## src/rtl/avmm_memory_pkg.sv

```systemverilog
// -----------------------------------------------------------------------------
// avmm_memory_pkg
// Shared definitions for the per-channel AVMM memory responder model and the
// host traffic generator that drives it.
//   DATA_WIDTH / DATA_WIDTH_IN_BYTES : one cache line of payload (16 x 32 bit)
//   CAPACITY                         : number of lines in one channel
//   tg_mode_e / tg_state_e           : traffic generator mode and FSM encodings
//   TG_WR_XOR                        : scramble word mixed into write payloads
// Optional feature macro used by the traffic generator: AVMM_TG_LATENCY_STATS_EN
// -----------------------------------------------------------------------------
package avmm_memory_pkg;

    localparam int DATA_WIDTH          = 512;
    localparam int DATA_WIDTH_IN_BYTES = DATA_WIDTH / 8;
    localparam int LINE_ADDR_WIDTH     = 46;

    // Channel size in lines; line addresses wrap modulo this value.
    localparam logic [LINE_ADDR_WIDTH-1:0] CAPACITY = 46'd1024;

    localparam logic [31:0] TG_WR_XOR = 32'hA5A5_A5A5;

    typedef enum logic [1:0] {
        TG_RD    = 2'd0,
        TG_WR    = 2'd1,
        TG_WR_RD = 2'd2
    } tg_mode_e;

    typedef enum logic [2:0] {
        ST_IDLE  = 3'd0,
        ST_WRITE = 3'd1,
        ST_READ  = 3'd2,
        ST_DRAIN = 3'd3,
        ST_DONE  = 3'd4
    } tg_state_e;

    // Line payload: the page frame number replicated across the line,
    // optionally scrambled with TG_WR_XOR (the pattern the generator writes).
    function automatic logic [DATA_WIDTH-1:0] tg_line_data(input logic [31:0] pfn,
                                                           input logic        wr_pat);
        logic [31:0] word;
        if (wr_pat) begin
            word = pfn ^ TG_WR_XOR;
        end else begin
            word = pfn;
        end
        return {16{word}};
    endfunction

    // 16-bit increment that sticks at all-ones.
    function automatic logic [15:0] tg_sat_inc16(input logic [15:0] val);
        if (val == 16'hFFFF) begin
            return val;
        end else begin
            return val + 16'd1;
        end
    endfunction

endpackage

```

## src/rtl/fifo_v3.sv

```systemverilog
// -----------------------------------------------------------------------------
// fifo_v3
// Small synchronous FIFO used by the traffic generator to hold read issue
// timestamps. Only compiled when AVMM_TG_LATENCY_STATS_EN is defined.
//   clk_i, rst_ni : clock, synchronous active-low reset
//   flush_i       : empty the FIFO
//   push_i/data_i : write side (push ignored when full)
//   pop_i/data_o  : read side, data_o shows the head entry (pop ignored when empty)
//   empty_o       : no entries stored
// -----------------------------------------------------------------------------
`ifdef AVMM_TG_LATENCY_STATS_EN
module fifo_v3 #(
    parameter int DATA_WIDTH = 16,
    parameter int DEPTH      = 8
) (
    input  logic                  clk_i,
    input  logic                  rst_ni,
    input  logic                  flush_i,
    input  logic [DATA_WIDTH-1:0] data_i,
    input  logic                  push_i,
    output logic [DATA_WIDTH-1:0] data_o,
    input  logic                  pop_i,
    output logic                  empty_o
);
    localparam int PW = (DEPTH > 1) ? $clog2(DEPTH) : 1;
    localparam logic [PW-1:0] LAST_IDX = PW'(DEPTH - 1);
    localparam logic [PW:0]   FULL_CNT = (PW + 1)'(DEPTH);

    logic [DATA_WIDTH-1:0] mem_r [DEPTH];
    logic [PW-1:0]         wr_ptr_r;
    logic [PW-1:0]         rd_ptr_r;
    logic [PW:0]           cnt_r;
    logic                  do_push_s;
    logic                  do_pop_s;

    function automatic logic [PW-1:0] ptr_inc(input logic [PW-1:0] p);
        if (p == LAST_IDX) begin
            return {PW{1'b0}};
        end else begin
            return p + {{(PW-1){1'b0}}, 1'b1};
        end
    endfunction

    assign do_push_s = push_i && (cnt_r != FULL_CNT);
    assign do_pop_s  = pop_i && (cnt_r != {(PW+1){1'b0}});
    assign empty_o   = (cnt_r == {(PW+1){1'b0}});
    assign data_o    = mem_r[rd_ptr_r];

    // Pointer and occupancy bookkeeping
    always_ff @(posedge clk_i) begin
        if (!rst_ni || flush_i) begin
            wr_ptr_r <= {PW{1'b0}};
            rd_ptr_r <= {PW{1'b0}};
            cnt_r    <= {(PW+1){1'b0}};
        end else begin
            if (do_push_s) begin
                wr_ptr_r <= ptr_inc(wr_ptr_r);
            end
            if (do_pop_s) begin
                rd_ptr_r <= ptr_inc(rd_ptr_r);
            end
            if (do_push_s && !do_pop_s) begin
                cnt_r <= cnt_r + {{PW{1'b0}}, 1'b1};
            end else if (!do_push_s && do_pop_s) begin
                cnt_r <= cnt_r - {{PW{1'b0}}, 1'b1};
            end
        end
    end

    // Storage array (contents need no reset)
    always_ff @(posedge clk_i) begin
        if (do_push_s) begin
            mem_r[wr_ptr_r] <= data_i;
        end
    end
endmodule
`endif

```

## src/rtl/avmm_host_traffic_gen.sv

```systemverilog
// -----------------------------------------------------------------------------
// avmm_host_traffic_gen
// AVMM host that issues bursts of single-line writes and/or reads to one memory
// channel and checks in-order read data against a deterministic pattern.
//   clk, rstn                  : clock, synchronous active-low reset
//   start, mode, num_req       : launch a burst (honoured only when idle/done)
//   read, write, address,
//   byteenable, writedata      : AVMM request, combinational from state, gated by ready
//   readdata, readdatavalid    : AVMM in-order responses
//   ready                      : responder accepts a request this cycle
//   busy, done                 : burst in progress / finished
//   err_count, rsp_count       : data mismatches + unexpected responses, responses seen
//   lat_min, lat_max           : read latency extremes (AVMM_TG_LATENCY_STATS_EN only)
// Optional feature macro: AVMM_TG_LATENCY_STATS_EN
// -----------------------------------------------------------------------------
module avmm_host_traffic_gen
    import avmm_memory_pkg::*;
#(
    parameter int                         MAX_OUTSTANDING = 32,
    parameter logic [LINE_ADDR_WIDTH-1:0] BASE_LINE       = 46'd0,
    parameter logic [LINE_ADDR_WIDTH-1:0] ADDR_STRIDE     = 46'd1
) (
    input  logic                           clk,
    input  logic                           rstn,
    input  logic                           start,
    input  logic [1:0]                     mode,
    input  logic [15:0]                    num_req,
    output logic                           read,
    output logic                           write,
    output logic [LINE_ADDR_WIDTH-1:0]     address,
    output logic [DATA_WIDTH_IN_BYTES-1:0] byteenable,
    output logic [DATA_WIDTH-1:0]          writedata,
    input  logic [DATA_WIDTH-1:0]          readdata,
    input  logic                           readdatavalid,
    input  logic                           ready,
    output logic                           busy,
    output logic                           done,
    output logic [15:0]                    err_count,
`ifdef AVMM_TG_LATENCY_STATS_EN
    output logic [15:0]                    rsp_count,
    output logic [15:0]                    lat_min,
    output logic [15:0]                    lat_max
`else
    output logic [15:0]                    rsp_count
`endif
);
    localparam logic [6:0] MAX_OUT = 7'(MAX_OUTSTANDING);

    tg_state_e                  state_r;
    tg_state_e                  state_s;
    tg_mode_e                   mode_r;
    tg_mode_e                   mode_s;
    logic [15:0]                num_req_r;
    logic [15:0]                req_cnt_r;
    logic [LINE_ADDR_WIDTH-1:0] addr_r;
    logic [LINE_ADDR_WIDTH-1:0] rsp_line_r;
    logic [6:0]                 outstanding_r;
    logic [15:0]                err_count_r;
    logic [15:0]                rsp_count_r;
    logic                       start_ok_s;
    logic                       last_req_s;
    logic                       wr_fire_s;
    logic                       rd_fire_s;
    logic                       rsp_ok_s;
    logic [DATA_WIDTH-1:0]      exp_data_s;

    // Next line index; both inputs are below CAPACITY so one subtract suffices.
    function automatic logic [LINE_ADDR_WIDTH-1:0] next_line(input logic [LINE_ADDR_WIDTH-1:0] cur);
        logic [LINE_ADDR_WIDTH:0] sum;
        sum = {1'b0, cur} + {1'b0, ADDR_STRIDE};
        if (sum >= {1'b0, CAPACITY}) begin
            sum = sum - {1'b0, CAPACITY};
        end else begin
            sum = sum;
        end
        return sum[LINE_ADDR_WIDTH-1:0];
    endfunction

    assign start_ok_s = start && ((state_r == ST_IDLE) || (state_r == ST_DONE));
    assign last_req_s = (req_cnt_r == (num_req_r - 16'd1));
    assign wr_fire_s  = (state_r == ST_WRITE) && ready;
    assign rd_fire_s  = (state_r == ST_READ) && ready && (outstanding_r < MAX_OUT);
    // A response only retires a read when one is actually pending.
    assign rsp_ok_s   = readdatavalid && (outstanding_r != 7'd0);
    assign exp_data_s = tg_line_data(rsp_line_r[31:0], (mode_r == TG_WR_RD));

    // Decode the requested mode; the reserved encoding behaves as read-only.
    always_comb begin
        case (mode)
            2'd1:    mode_s = TG_WR;
            2'd2:    mode_s = TG_WR_RD;
            default: mode_s = TG_RD;
        endcase
    end

    // FSM state register
    always_ff @(posedge clk) begin
        if (!rstn) begin
            state_r <= ST_IDLE;
        end else begin
            state_r <= state_s;
        end
    end

    // FSM next-state logic
    always_comb begin
        state_s = state_r;
        case (state_r)
            ST_IDLE, ST_DONE: begin
                if (!start_ok_s) begin
                    state_s = state_r;
                end else if (num_req == 16'd0) begin
                    state_s = ST_DONE;
                end else if (mode_s != TG_RD) begin
                    state_s = ST_WRITE;
                end else begin
                    state_s = ST_READ;
                end
            end
            ST_WRITE: begin
                if (wr_fire_s && last_req_s) begin
                    state_s = (mode_r == TG_WR_RD) ? ST_READ : ST_DONE;
                end else begin
                    state_s = ST_WRITE;
                end
            end
            ST_READ: begin
                if (rd_fire_s && last_req_s) begin
                    state_s = ST_DRAIN;
                end else begin
                    state_s = ST_READ;
                end
            end
            ST_DRAIN: begin
                if (outstanding_r == 7'd0) begin
                    state_s = ST_DONE;
                end else begin
                    state_s = ST_DRAIN;
                end
            end
            default: state_s = ST_IDLE;
        endcase
    end

    // FSM outputs: bus request fields are zero unless a request is accepted now
    always_comb begin
        read       = 1'b0;
        write      = 1'b0;
        address    = {LINE_ADDR_WIDTH{1'b0}};
        byteenable = {DATA_WIDTH_IN_BYTES{1'b0}};
        writedata  = {DATA_WIDTH{1'b0}};
        if (wr_fire_s) begin
            write      = 1'b1;
            address    = addr_r;
            byteenable = {DATA_WIDTH_IN_BYTES{1'b1}};
            writedata  = tg_line_data(addr_r[31:0], 1'b1);
        end else if (rd_fire_s) begin
            read    = 1'b1;
            address = addr_r;
        end else begin
            read = 1'b0;
        end
        busy = (state_r == ST_WRITE) || (state_r == ST_READ) || (state_r == ST_DRAIN);
        done = (state_r == ST_DONE);
    end

    // Burst configuration and request sequencing; the address restarts at
    // BASE_LINE when a phase completes so a following read phase replays it.
    always_ff @(posedge clk) begin
        if (!rstn) begin
            mode_r    <= TG_RD;
            num_req_r <= 16'd0;
            req_cnt_r <= 16'd0;
            addr_r    <= {LINE_ADDR_WIDTH{1'b0}};
        end else if (start_ok_s) begin
            mode_r    <= mode_s;
            num_req_r <= num_req;
            req_cnt_r <= 16'd0;
            addr_r    <= BASE_LINE;
        end else if ((wr_fire_s || rd_fire_s) && last_req_s) begin
            req_cnt_r <= 16'd0;
            addr_r    <= BASE_LINE;
        end else if (wr_fire_s || rd_fire_s) begin
            req_cnt_r <= req_cnt_r + 16'd1;
            addr_r    <= next_line(addr_r);
        end
    end

    // Response checking, outstanding-read tracking and statistics counters
    always_ff @(posedge clk) begin
        if (!rstn) begin
            outstanding_r <= 7'd0;
            err_count_r   <= 16'd0;
            rsp_count_r   <= 16'd0;
            rsp_line_r    <= {LINE_ADDR_WIDTH{1'b0}};
        end else if (start_ok_s) begin
            outstanding_r <= 7'd0;
            err_count_r   <= 16'd0;
            rsp_count_r   <= 16'd0;
            rsp_line_r    <= BASE_LINE;
        end else begin
            if (readdatavalid) begin
                rsp_count_r <= rsp_count_r + 16'd1;
            end
            if (readdatavalid && (!rsp_ok_s || (readdata != exp_data_s))) begin
                err_count_r <= tg_sat_inc16(err_count_r);
            end
            if (rsp_ok_s) begin
                rsp_line_r <= next_line(rsp_line_r);
            end
            if (rd_fire_s && !rsp_ok_s) begin
                outstanding_r <= outstanding_r + 7'd1;
            end else if (!rd_fire_s && rsp_ok_s) begin
                outstanding_r <= outstanding_r - 7'd1;
            end
        end
    end

    assign err_count = err_count_r;
    assign rsp_count = rsp_count_r;

`ifdef AVMM_TG_LATENCY_STATS_EN
    logic [15:0] now_r;
    logic [15:0] ts_head_s;
    logic [15:0] lat_s;
    logic [15:0] lat_min_r;
    logic [15:0] lat_max_r;
    logic        ts_empty_s;
    logic        ts_pop_s;

    assign ts_pop_s = rsp_ok_s && !ts_empty_s;
    assign lat_s    = now_r - ts_head_s;

    fifo_v3 #(
        .DATA_WIDTH (16),
        .DEPTH      (MAX_OUTSTANDING)
    ) u_ts_fifo (
        .clk_i   (clk),
        .rst_ni  (rstn),
        .flush_i (start_ok_s),
        .data_i  (now_r),
        .push_i  (rd_fire_s),
        .data_o  (ts_head_s),
        .pop_i   (ts_pop_s),
        .empty_o (ts_empty_s)
    );

    // Free-running timestamp and min/max latency tracking
    always_ff @(posedge clk) begin
        if (!rstn) begin
            now_r     <= 16'd0;
            lat_min_r <= 16'hFFFF;
            lat_max_r <= 16'd0;
        end else begin
            now_r <= now_r + 16'd1;
            if (start_ok_s) begin
                lat_min_r <= 16'hFFFF;
                lat_max_r <= 16'd0;
            end else if (ts_pop_s) begin
                if (lat_s < lat_min_r) begin
                    lat_min_r <= lat_s;
                end
                if (lat_s > lat_max_r) begin
                    lat_max_r <= lat_s;
                end
            end
        end
    end

    assign lat_min = lat_min_r;
    assign lat_max = lat_max_r;
`endif

endmodule

```

## config.mk

```make
export PLATFORM = sky130hd
export DESIGN_NAME = avmm_host_traffic_gen
export DESIGN_NICKNAME = d
export VERILOG_FILES = /design/src/rtl/avmm_memory_pkg.sv /design/src/rtl/fifo_v3.sv /design/src/rtl/avmm_host_traffic_gen.sv
export SDC_FILE = /design/constraint.sdc
export NUM_CORES = 1
export LEC_CHECK = 0
export BUFFER_PORTS_ARGS = -buffer_cell sky130_fd_sc_hd__clkbuf_2
export CORE_AREA = 5 5 457 459
export DETAILED_ROUTE_END_ITERATION = 8
export DIE_AREA = 0 0 462 464
export GPL_TIMING_DRIVEN = 0
export HOLD_SLACK_MARGIN = 0.06
export MAX_ROUTING_LAYER = met4
export PLACE_DENSITY = 0.3
export SYNTH_ARGS = -nofsm -noshare
export SYNTH_HDL_FRONTEND = slang
export SYNTH_HIERARCHICAL = 1
export SYNTH_SLANG_ARGS = --single-unit
```

## constraint.sdc

```tcl
create_clock -name clk -period 4.2 [get_ports clk]
set_input_delay 0.42 -clock clk [delete_from_list [all_inputs] [get_ports clk]]
set_output_delay 0.42 -clock clk [all_outputs]
set_load 0.01 [all_outputs]
```

### After elaboration in Yosys (flattened, before gate mapping)

Index checks and enable logic that the tools add are counted.

* divide/modulo/power cells: 0
* equality and inequality tests: 11
* $mul: 0
* muxes and demuxes: 21
* magnitude comparators: 3
* reductions and logical operators: 28
* add/subtract/negate cells: 10
* bitwise logic cells: 4
* shift operators: 0

Operators by type and width (number)
* 2-to-1 mux 512 bit: 1
* != test 512 bit: 1
* 2-to-1 mux 46 bit: 4
* adder 46 x 1 -> 47 bit, second input constant: 2
* >= comparator 47 x 11 -> 1 bit, second input constant: 2
* subtractor 46 x 11 -> 46 bit, second input constant: 2
* 2-to-1 mux 64 bit: 1
* adder 16 x 1 -> 16 bit, second input constant: 3
* 2-to-1 mux 32 bit: 1
* NOT 16 bit: 2
* equality test 16 bit: 1
* equality test 16 bit, second input constant: 1
* logical NOT 16 bit: 1
* subtractor 16 x 1 -> 16 bit, second input constant: 1
* 2-to-1 mux 3 bit: 5
* 2-to-1 mux 7 bit: 2
* one-hot mux 3 bit (4 select lines): 1
* logical AND 1 bit: 11
* adder 7 x 1 -> 7 bit, second input constant: 1
* logical NOT 7 bit: 1
* < comparator 7 x 6 -> 1 bit, second input constant: 1
* nonzero test 7 bit: 1
* subtractor 7 x 1 -> 7 bit, second input constant: 1
* equality test 3 x 2 -> 1 bit, second input constant: 2
* other kinds (16): 28

* memories kept: 0
* output and inout bits: 658
* RAM bits: 0
* ROM bits: 0
* bits in latches: 0
* register bits after elaboration: 168

### Longest topological paths before layout

Gate-level depths: netlist of run 1.

* depth in word-level cells: 7
* gate-level depth with buffers: 18
* gate-level depth less buffers: 16

### Worst setup path before layout of run 1

Ideal clock, no wire load.

* path kind: flip-flop to flip-flop
* start: register addr_r[0]
* end: register addr_r[42]
* period minus slack after synthesis: 3.956 ns
* stages on the path, launching flop included: 15
* required time: 4.072 ns
* buffers on the path: 2
* data arrival time: 3.828 ns
* path slack: 0.244 ns
* cells stage by stage: dfxtp_1 ha_1 nand4_1 or4_1 buf_2 o31a_1 nor4_2 nand4_1 nor4_2 a31oi_1 buf_2 a2111oi_1 mux2i_1 xor2_1 nor2_1

* cells in the longest elaborated chain, start to end: 3
* elaborated cells between the ends (all ways): 4
* those cells by class: add/sub (2); order compare (1); mux (1)

RTL lines
* start, declared: RTL line avmm_host_traffic_gen.sv:55 `logic [LINE_ADDR_WIDTH-1:0] addr_r;`
* start signal, assigned: RTL line avmm_host_traffic_gen.sv:174 `addr_r <= {LINE_ADDR_WIDTH{1'b0}};`
* start signal, assigned: RTL line avmm_host_traffic_gen.sv:185 `addr_r <= next_line(addr_r);`
* adder 46 x 1 -> 47 bit *: RTL line avmm_host_traffic_gen.sv:70 `sum = {1'b0, cur} + {1'b0, ADDR_STRIDE};`
* subtractor 46 x 11 -> 46 bit / >= comparator 47 x 11 -> 1 bit (equally long branches): RTL line avmm_host_traffic_gen.sv:72, avmm_host_traffic_gen.sv:71
* 2-to-1 mux 46 bit *: RTL line avmm_host_traffic_gen.sv:71 `if (sum >= {1'b0, CAPACITY}) begin`

Every way passes the cells marked *; elsewhere a longest branch is shown, timed or not.
A chain may end at the register's enable or synchronous reset.

### Worst setup path after layout of run 1

* start: register rsp_line_r[0]
* end: register rsp_line_r[30]

* cells in the longest elaborated chain, start to end: 3
* elaborated cells between the ends (all ways): 4
* those cells by class: add/sub (2); order compare (1); mux (1)

RTL lines
* start, declared: RTL line avmm_host_traffic_gen.sv:56 `logic [LINE_ADDR_WIDTH-1:0] rsp_line_r;`
* start signal, assigned: RTL line avmm_host_traffic_gen.sv:195 `rsp_line_r <= {LINE_ADDR_WIDTH{1'b0}};`
* start signal, assigned: RTL line avmm_host_traffic_gen.sv:209 `rsp_line_r <= next_line(rsp_line_r);`
* adder 46 x 1 -> 47 bit *: RTL line avmm_host_traffic_gen.sv:70
* subtractor 46 x 11 -> 46 bit / >= comparator 47 x 11 -> 1 bit (equally long branches): RTL line avmm_host_traffic_gen.sv:72, avmm_host_traffic_gen.sv:71
* 2-to-1 mux 46 bit *: RTL line avmm_host_traffic_gen.sv:71

Marked as above.

==> flow_summary.toml, run 1 <==
[run_status]
status = "completed"

[clock_tree]
cts.htree.levels = 4
cts_tree = "yes"
cts-hold-fix-buffers = 0
clock_sinks = 168
worstSkewPairLatency_ns = 0.55
clock_path_buffers = 2
clock-root-buffer = "clkbuf_16"
cts_made_buffers = 17
clk_pin_slew_ns = 0.08

[run]
max-cap-violations = 0

[synth]
async_flop_share_pct = 0
ys.flop_type = "dfxtp_1"
synth_cell_types = 91
synth_nets = 3710
synthAdderAreaFrac_pct = 1.21
synthSimpleGateAreaFrac_pct = 31.1
syn_area_mm2 = 0.0224
synth_top_area_share_pct = 18.3
synth_compound_area_share_pct = 17.0
synth_xor_area_share_pct = 10.3
synth.area.mux_share_pct = 2.74
syn_inst = 3154
synth_edf_count = 0
synth_area_per_cell_um2 = 7.09
ys_top_cells_by_area = "buf_4 (18%), dfxtp_1 (15%), xnor2_1 (5.5%)"
synth_seq_cells = 168
ys_seq_area_share_pct = 15.0
ys_warn_count = 6
synth_top_family_by_area = "simple AND/OR/NAND/NOR gates"
yosys.area.top_type = "buf_4"

[grt]
grt_pass1_vias = 27600
grt_max_degree = 65
grt.overflow.total = 0
track_usage_pct = 16.0
antenna_found_initial = 66
grt_first_pass_wirelength_um = 234000

[drt]
drt-initial-drc-count = 1990
vias = 28800
drt_pass1_iterations = 6
wl_per_cell_um = 24.6
ant_nets = 0
remaining_drc_errors = 0
finalWirelength_um = 176000
viasPerCell = 4.01

[sta]
final_max_slew_viol_count = 0
post-route-period-util_pct = 98.0
setup_violations = 0
fin_worst_skew_ns = 0.0253
slew_headroom_pct = 2.48
finalWorstSetupSlack_ns = 0.0828
fin_crit_ns = 4.12
max_freq_ghz = 0.243
report.final.hold_viol_count = 0
worst_pin_slew_ns = 1.45

[power]
p_leak_nw = 16.2
power-per-cell-area_mw_per_mm2 = 568
intPower_mw = 9.68
power_mw = 19.8
ir_drop_v = 0.000986
clock_power_share_pct = 8.6
switching_share_pct = 51.1
seqPwrFrac_pct = 10.9
netSwitchingPower_mw = 10.1
p_comb_share_pct = 80.5

[cells_and_area]
ff_latch_area_mm2 = 0.00341
final_core_util_pct = 17.1
n_fill_cell = 23500
area_delta_synth_final_pct = 55.6
stdcell_area_mm2 = 0.0348
drive_gt1_share_pct = 49.3
final_cells = 7171
nNetsFinal = 4982
multiInputGateArea_mm2 = 0.0152

[die]
io_pins = 1193
floorplan.initialDensity_pct = 11.0
die_width_um = 462
coreArea_mm2 = 0.204
die_area_mm2 = 0.214
num_rows = 166
die_y_um = 464

[placed_design]
pre_cts_ws_ns = -3.05
dp_cells = 7041
gp_congestion = 0.974
io_buffers = 1190
place_hpwl_um = 151000
dpl_cell_area_mm2 = 0.0319

[setup_path]
end_kind = "flip-flop"
worstPathMaxFanout = 7
crit_path_start_kind = "flip-flop"
critPathArrivalTime_ns = 4.58
cp_data_required_time_ns = 4.66
critPathKind = "flip-flop to flip-flop"

[worst_hold_path]
hp-class = "primary input to flip-flop"
## layout make-up
type,instances,area share [%]
Clock inverter,13,0.338
Multi-Input combinational cell,2187,43.6
Inverter,69,0.809
Antenna cell,44,0.316
Sequential cell,168,9.80
Clock buffer,19,1.30
Tap cell,2688,9.66
Timing Repair Buffer,1278,19.3
Buffer,705,14.9
## cells in the mapped netlist (10+ instances only)
master	instances
a2111oi_0	17
a211oi_1	32
a21boi_0	20
a21o_1	10
a21oi_1	104
a221oi_1	18
a22oi_1	14
a31oi_1	32
and2_1	65
and3_1	88
and4_1	19
buf_1	24
buf_2	18
buf_4	545
clkbuf_1	142
dfxtp_1	168
ha_1	20
inv_1	65
mux2i_1	51
nand2_1	225
nand2b_1	17
nand3_1	121
nand4_1	116
nor2_1	248
nor2b_1	17
nor3_1	98
nor4_1	75
nor4b_1	10
o2111ai_1	14
o211ai_1	18
o21ai_0	91
o221ai_1	15
o22ai_1	26
o2bb2ai_1	11
o31ai_1	20
or2_2	15
or3_1	85
or4_1	63
xnor2_1	141
xor2_1	122
## repair_timing
item | 4_1_cts | 5_1_grt
pin swaps | 33 | 39
endpoints found under the setup margin | 383 | 107
setup buffers | 39 | 39
gates cloned | 0 | 1
gates resized for setup | 338 | 138
## state kept, by name, summed over array words and instances (netlist names)
signal	cells
addr_r	46
rsp_line_r	46
err_count	16
num_req_r	16
req_cnt_r	16
rsp_count	16
outstanding_r	7
state_r	3
mode_r	2
## placed cells by master, fill, tap and decap left out, types with 85 or more instances in the layout
master,netlist,layout
buf_4,545,622
clkbuf_2,0,1227
a21oi_1,104,98
nor3_1,98,86
xnor2_1,141,124
nand3_1,121,114
nor2_1,248,226
xor2_1,122,118
nand2_1,225,221
and3_1,88,85
dfxtp_1,168,147
nand4_1,116,116
## metrics by stage
| stage | hold slack [ns] | TNS [ns] |
|---|---|---|
| detailed placement | 0.478 | -261.18 |
| floorplan | 0.452 | 0 |
| global placement | 0.475 | -1222.12 |
| CTS | 0.0923 | 0 |
| global route | 0.116 | -0.0389 |
| finish | 0.155 | 0 |
## critical path: stages, from the launching register on
cell and delay [ns]:
dfxtp_1 0.44, ha_2 0.29, and3_1 0.33, nand2_2 0.23, or4_4 0.67, o21a_1 0.26
a211oi_4 0.32, nand3_2 0.19, nor3_2 0.32, nand3b_1 0.17, mux2_2 0.37, or3_1 0.31
a21oi_1 0.13
## path summary, 6_finish.rpt
kind / start / end / slack (ns) / depth (start not counted)
hold / removal: num_req[11] / num_req_r[11] / 0.15 / 3
setup reg to reg: rsp_line_r[0] / rsp_line_r[30] / 0.08 / 12
hold reg to reg: num_req_r[15] / num_req_r[15] / 0.48 / 2
setup / recovery: rsp_line_r[0] / rsp_line_r[30] / 0.08 / 12
## layer usage
layer	global-route usage, %	wire length, um	vias up
li1	-	-	13500
met1	16.4	64800	13800
met2	29.6	92500	1321
met3	3.35	11400	218
met4	6.35	7710	0
met5	-	0	-
## power by group through the flow
stage / sequential, mW / combinational, mW / clock, mW
global placement: 2.16 / 13.3 / 0
global route: 2.19 / 16.9 / 1.86
finish: 2.16 / 15.9 / 1.71
detailed placement: 2.16 / 13.3 / 0
floorplan: 1.97 / 7.85 / 0
CTS: 2.13 / 14.2 / 1.83
## logic make-up after synthesis
group,Yosys count
and+or+nand+nor,1299
buffers and inverters,799
AOI/OAI and AO/OA,544
xor gates and xnor gates,263
DFF,168
muxes,60
adders and majority gates,21
Power figures use the tool's default switching activity.
==> run 2, diff against run 1 <==
- CORE_AREA: 5 5 457 459 -> 2 2 467 469
- DIE_AREA: 0 0 462 464 -> 0 0 469 471
==> flow_summary.toml, run 2 (synthesis gave the netlist of run 1 again) <==
[sta]
fin_crit_ns = 4.21
rsz0062_at_grt = "yes"
final_max_slew_viol_count = 0
max_freq_ghz = 0.238
report.final.hold_viol_count = 0
slew_headroom_pct = 17.9
setup_violations = 1
fin_worst_skew_ns = 0.0216
post-route-period-util_pct = 100
worst_pin_slew_ns = 1.23
finalWorstSetupSlack_ns = -0.00738

[cells_and_area]
drive_gt1_share_pct = 49.8
n_fill_cell = 25000
top_regs = "addr_r x46, rsp_line_r x46"
stdcell_area_mm2 = 0.0353
area_delta_synth_final_pct = 57.8
final_common_cell = "clkbuf_2"
final_core_util_pct = 16.3
nNetsFinal = 5018
final_cell_mix = "clkbuf_2 (1,223), buf_4 (647), nor2_1 (230)"

[setup_path]
r2r_cells = 14
timing.rr.end = "rsp_line_r[30]"
crit_path_start_kind = "flip-flop"
slowest_delay_ns = 0.51
reg2reg_slack_ns = -0.007
end_kind = "flip-flop"
critPathMostFrequentCell = "clkbuf_2"
r2r_start = "rsp_line_r[10]"
crit_chain = "clkbuf_2, clkbuf_2, buf_2, nand4_1, xor2_1, ha_1, a41oi_1, o211ai_4, buf_12, nor3_4, nand3b_1, mux2_2, or3_1, a21oi_1"
crit_slowest_cell = "a41oi_1"
critPathArrivalTime_ns = 4.68
cp_data_required_time_ns = 4.67
critPathKind = "flip-flop to flip-flop"
worstPathMaxFanout = 10

[drt]
wl_met2_um = 91500
topRoutingLayerUsed = "met4"
ant_nets = 0
vias = 28900
wl_per_cell_um = 23.9
remaining_drc_errors = 0
drt_pass1_iterations = 8
wl_met3_um = 11100
viasPerCell = 3.93
drt-initial-drc-count = 1769
drt-met1-wl_um = 65200
finalWirelength_um = 176000

[die]
die_area_mm2 = 0.221
coreArea_mm2 = 0.216
die_y_um = 471
num_rows = 171
io_pins = 1193
die_width_um = 469
floorplan.initialDensity_pct = 10.4

[clock_tree]
cts_tree = "yes"
clock_path_buffers = 2
clock-root-buffer = "clkbuf_16"
cts_made_buffers = 17
cts-hold-fix-buffers = 0
clk_pin_slew_ns = 0.09
cts.htree.levels = 4
clock_sinks = 168
worstSkewPairLatency_ns = 0.56

[worst_hold_path]
hp-start = "num_req[15]"
hp-class = "primary input to flip-flop"
hold_depth = 3
holdPathEnd = "num_req_r[15]"

[grt]
antenna_found_initial = 45
grt_max_degree = 69
track_usage_pct = 15.5
grt_pass1_vias = 26800
grt.overflow.total = 0
grt_first_pass_wirelength_um = 231000

[placed_design]
dpl_cell_area_mm2 = 0.0321
pre_cts_ws_ns = -3.22
place_hpwl_um = 149000
gp_congestion = 0.961
io_buffers = 1190

[power]
ir_drop_v = 0.000830
power-per-cell-area_mw_per_mm2 = 584
power_mw = 20.6
p_leak_nw = 16.4

[run_status]
status = "finished with violations"
violations = "setup timing"

[run]
max-cap-violations = 0
-- run 2: cell count changes in the layout (fill, tap and decap cells not counted), moves of 4 or more --
cell / change
nor3_4: +5
diode_2: -10
buf_2: +6
nor4_2: -5
clkbuf_1: -4
o21ai_0: +5
buf_6: +8
nor2_2: -5
clkbuf_8: -5
buf_4: +25
clkbuf_2: -4
clkbuf_4: +5
nor2_1: +4
-- run 2: timing repair --
action | 4_1_cts | 5_1_grt
endpoints found under the setup margin | 280 | 130
gates resized for setup | 318 | 176
cloned | 1 | 3
pin swaps | 33 | 46
setup buffers | 51 | 50
-- run 2: critical path: cells and delay by family, from the launching register on --
family	cells	cell delay (ns)
adders and majority gates	1	0.23
AOI/OAI and AO/OA	3	0.84
DFF	1	0.40
muxes	1	0.37
and+or+nand+nor	4	0.80
xor gates and xnor gates	1	0.19
buffers and inverters	4	1.27
-- run 2: stage by stage --
step | TNS, ns | hold WS [ns] | cells
after CTS | -0.0274 | 0.0610 | 7280
after global placement | -1438.47 | 0.476 | 7198
after floorplan | 0 | 0.452 | 3154
final | -0.00738 | 0.113 | 7363
after global routing | -1.27 | 0.0865 | 7358
after detailed placement | -221.44 | 0.478 | 7212
-- run 2: worst max-delay path by stage --
stage                           endpoint      startpoint
final                     rsp_line_r[30]  rsp_line_r[10]
after global routing      rsp_line_r[30]  rsp_line_r[16]
after CTS                  err_count[15]   rsp_line_r[1]
after detailed placement   err_count[15]  rsp_line_r[23]
after global placement        address[0]      state_r[0]
after floorplan               addr_r[42]       addr_r[0]
-- run 2: cell type report --
class                   instances  area, um^2  area share [%]
multi-input cells            2188       15200            43.1
repair buffers               1309        7010            19.8
plain buffers                 709        5170            14.6
well taps                    2854        3570            10.1
flip-flops and latches        168        3410            9.67
clock buffers                  17         425            1.21
inverters                      69         277           0.783
clock inverters                15         138           0.390
diodes                         34        85.1           0.241
-- run 2: per-layer routing --
layer | vias up | GRT usage, %
li1 | 13500 | -
met1 | 13800 | 16.1
met2 | 1319 | 28.3
met3 | 222 | 3.22
met4 | 0 | 6.29
met5 | - | -
-- run 2: power breakdown --
part           switching (mW)  total [mW]  internal [mW]
registers               0.361        2.18           1.82
clock network           0.914        1.69          0.779
logic                    8.98        16.8           7.77
total                    10.3        20.6           10.4
==> run 3, diff against run 2 <==
- PLACE_DENSITY: 0.3 -> not set
==> flow_summary.toml, run 3 (synthesis gave the netlist of run 1 again) <==
[die]
die_y_um = 471
die_width_um = 469
die_area_mm2 = 0.221
coreArea_mm2 = 0.216
floorplan.initialDensity_pct = 10.4
num_rows = 171
io_pins = 1193

[sta]
post-route-period-util_pct = 99.8
fin_crit_ns = 4.19
setup_violations = 0
fin_worst_skew_ns = 0.0206
max_freq_ghz = 0.238
report.final.hold_viol_count = 0
worst_pin_slew_ns = 1.31
fin_tns_setup_ns = 0
slew_headroom_pct = 11.7
holdWs_ns = 0.133
final_max_slew_viol_count = 0

[clock_tree]
clk_pin_slew_ns = 0.08
clock_path_buffers = 2
cts-hold-fix-buffers = 0
cts_made_buffers = 17
cts_tree = "yes"
worstSkewPairLatency_ns = 0.54
cts.htree.levels = 4
clock-root-buffer = "clkbuf_16"
clock_sinks = 168

[setup_path]
slowest_delay_ns = 0.45
cp_data_required_time_ns = 4.66
r2r_start = "rsp_line_r[18]"
endpoint = "err_count[15]"
critPathLaunch = "rsp_line_r[18]"
reg2reg_slack_ns = 0.007
crit_path_start_kind = "flip-flop"
critPathKind = "flip-flop to flip-flop"
crit_slowest_cell = "nor4_4"
timing.rr.end = "err_count[15]"
worstPathMaxFanout = 10
worstPathBufferInverterCount = 4
end_kind = "flip-flop"
cp_num_cells = 14
r2r_cells = 14
crit_family = "simple AND/OR/NAND/NOR gates"
critPathMostFrequentCell = "nand4_1"
crit_chain = "clkbuf_2, clkinv_4, xnor2_4, mux2_2, nor4_4, nand4_1, nor4_2, nand4_1, buf_4, nand3_4, nor2_1, clkbuf_2, nand4_1, mux2i_1"
critPathArrivalTime_ns = 4.65

[grt]
grt.overflow.total = 0
grt_first_pass_wirelength_um = 219000
track_usage_pct = 14.8
grt_max_degree = 65
antenna_found_initial = 84
grt_pass1_vias = 25900

[power]
power-per-cell-area_mw_per_mm2 = 520
power_mw = 18.1
ir_drop_v = 0.000883
p_leak_nw = 16.1

[cells_and_area]
ff_latch_area_mm2 = 0.00341
final_cell_mix = "clkbuf_2 (1,228), buf_4 (620), nor2_1 (232)"
drive_gt1_share_pct = 48.8
n_fill_cell = 24900
top_regs = "addr_r x46, rsp_line_r x46"
multiInputGateArea_mm2 = 0.0151
stdcell_area_mm2 = 0.0349
final_core_util_pct = 16.1
final_common_cell = "clkbuf_2"
area_delta_synth_final_pct = 55.8
nNetsFinal = 4984

[drt]
vias = 29800
remaining_drc_errors = 0
finalWirelength_um = 169000
viasPerCell = 4.04
wl_per_cell_um = 23.0
drt_pass1_iterations = 9
drt-initial-drc-count = 3249
ant_nets = 0

[placed_design]
gp_congestion = 1.05
dpl_cell_area_mm2 = 0.0322
place_hpwl_um = 143000
io_buffers = 1190

[run_status]
status = "completed"

[worst_hold_path]
hp-class = "primary input to flip-flop"

[run]
max-cap-violations = 0
run 3: cell types whose count changed in the layout (fill, tap and decap cells not counted), sizes merged:
cell           previous run  this run
clkinvlp                  3         2
clkdlybuf4s15             3         0
bufinv                    0         2
clkbuf                 1320      1331
buf                     712       673
a31oi                    33        32
inv                      72        70
clkinv                    9         8
diode                    34        64
run 3: through the flow:
step	worst slack (ns)	std cells
after floorplan	0.244	3154
after global placement	-5.34	7198
after detailed placement	-3.33	7213
after CTS	0.00153	7265
after global routing	-0.0500	7358
final	0.00673	7359
run 3: timing repair:
item	CTS	global route
cloned	0	2
setup endpoints to repair	376	86
hold endpoints to repair	0	0
resized for setup	250	158
buffers inserted	33	35
pin swaps	27	37
run 3: worst min-delay path by stage:
stage	from	endpoint	depth (start not counted)
4_1_cts	num_req[2]	num_req_r[2]	3
2_1_floorplan	mode_r[0]	mode_r[0]	2
3_3_place_gp	mode_r[1]	mode_r[1]	2
3_5_place_dp	mode_r[1]	mode_r[1]	2
5_1_grt	num_req[5]	num_req_r[5]	3
6_report	num_req[5]	num_req_r[5]	3
run 3: area by class of cell:
| type | count | area share, % |
|---|---|---|
| antenna | 64 | 0.460 |
| buffer | 710 | 14.5 |
| clock buffer | 19 | 1.24 |
| clock inverter | 13 | 0.463 |
| inverter | 69 | 0.790 |
| multi-input combinational | 2187 | 43.2 |
| sequential | 168 | 9.78 |
| tap | 2854 | 10.2 |
| timing repair buffer | 1275 | 19.3 |
run 3: layer usage:
metal | share of wire [%] | vias to the layer above | GRT usage (%)
li1 | - | 13500 | -
met1 | 35 | 13700 | 15.1
met2 | 48 | 2095 | 24.7
met3 | 9.6 | 417 | 4.17
met4 | 7.5 | 0 | 9.72
met5 | 0 | - | -
run 3: power breakdown:
group          internal (mW)  leakage [nW]  switching (mW)
logic                   6.14          14.5            8.12
registers               1.81          1.37           0.325
clock network          0.890         0.288           0.831
total                   8.84          16.1            9.28
run 3: tightest hold or removal path, delay by kind of cell:
family	cells	cell delay (ns)
buffers and inverters	1	0.09
AO/OA/AOI/OAI	1	0.06
AND/OR/NAND/NOR	1	0.05
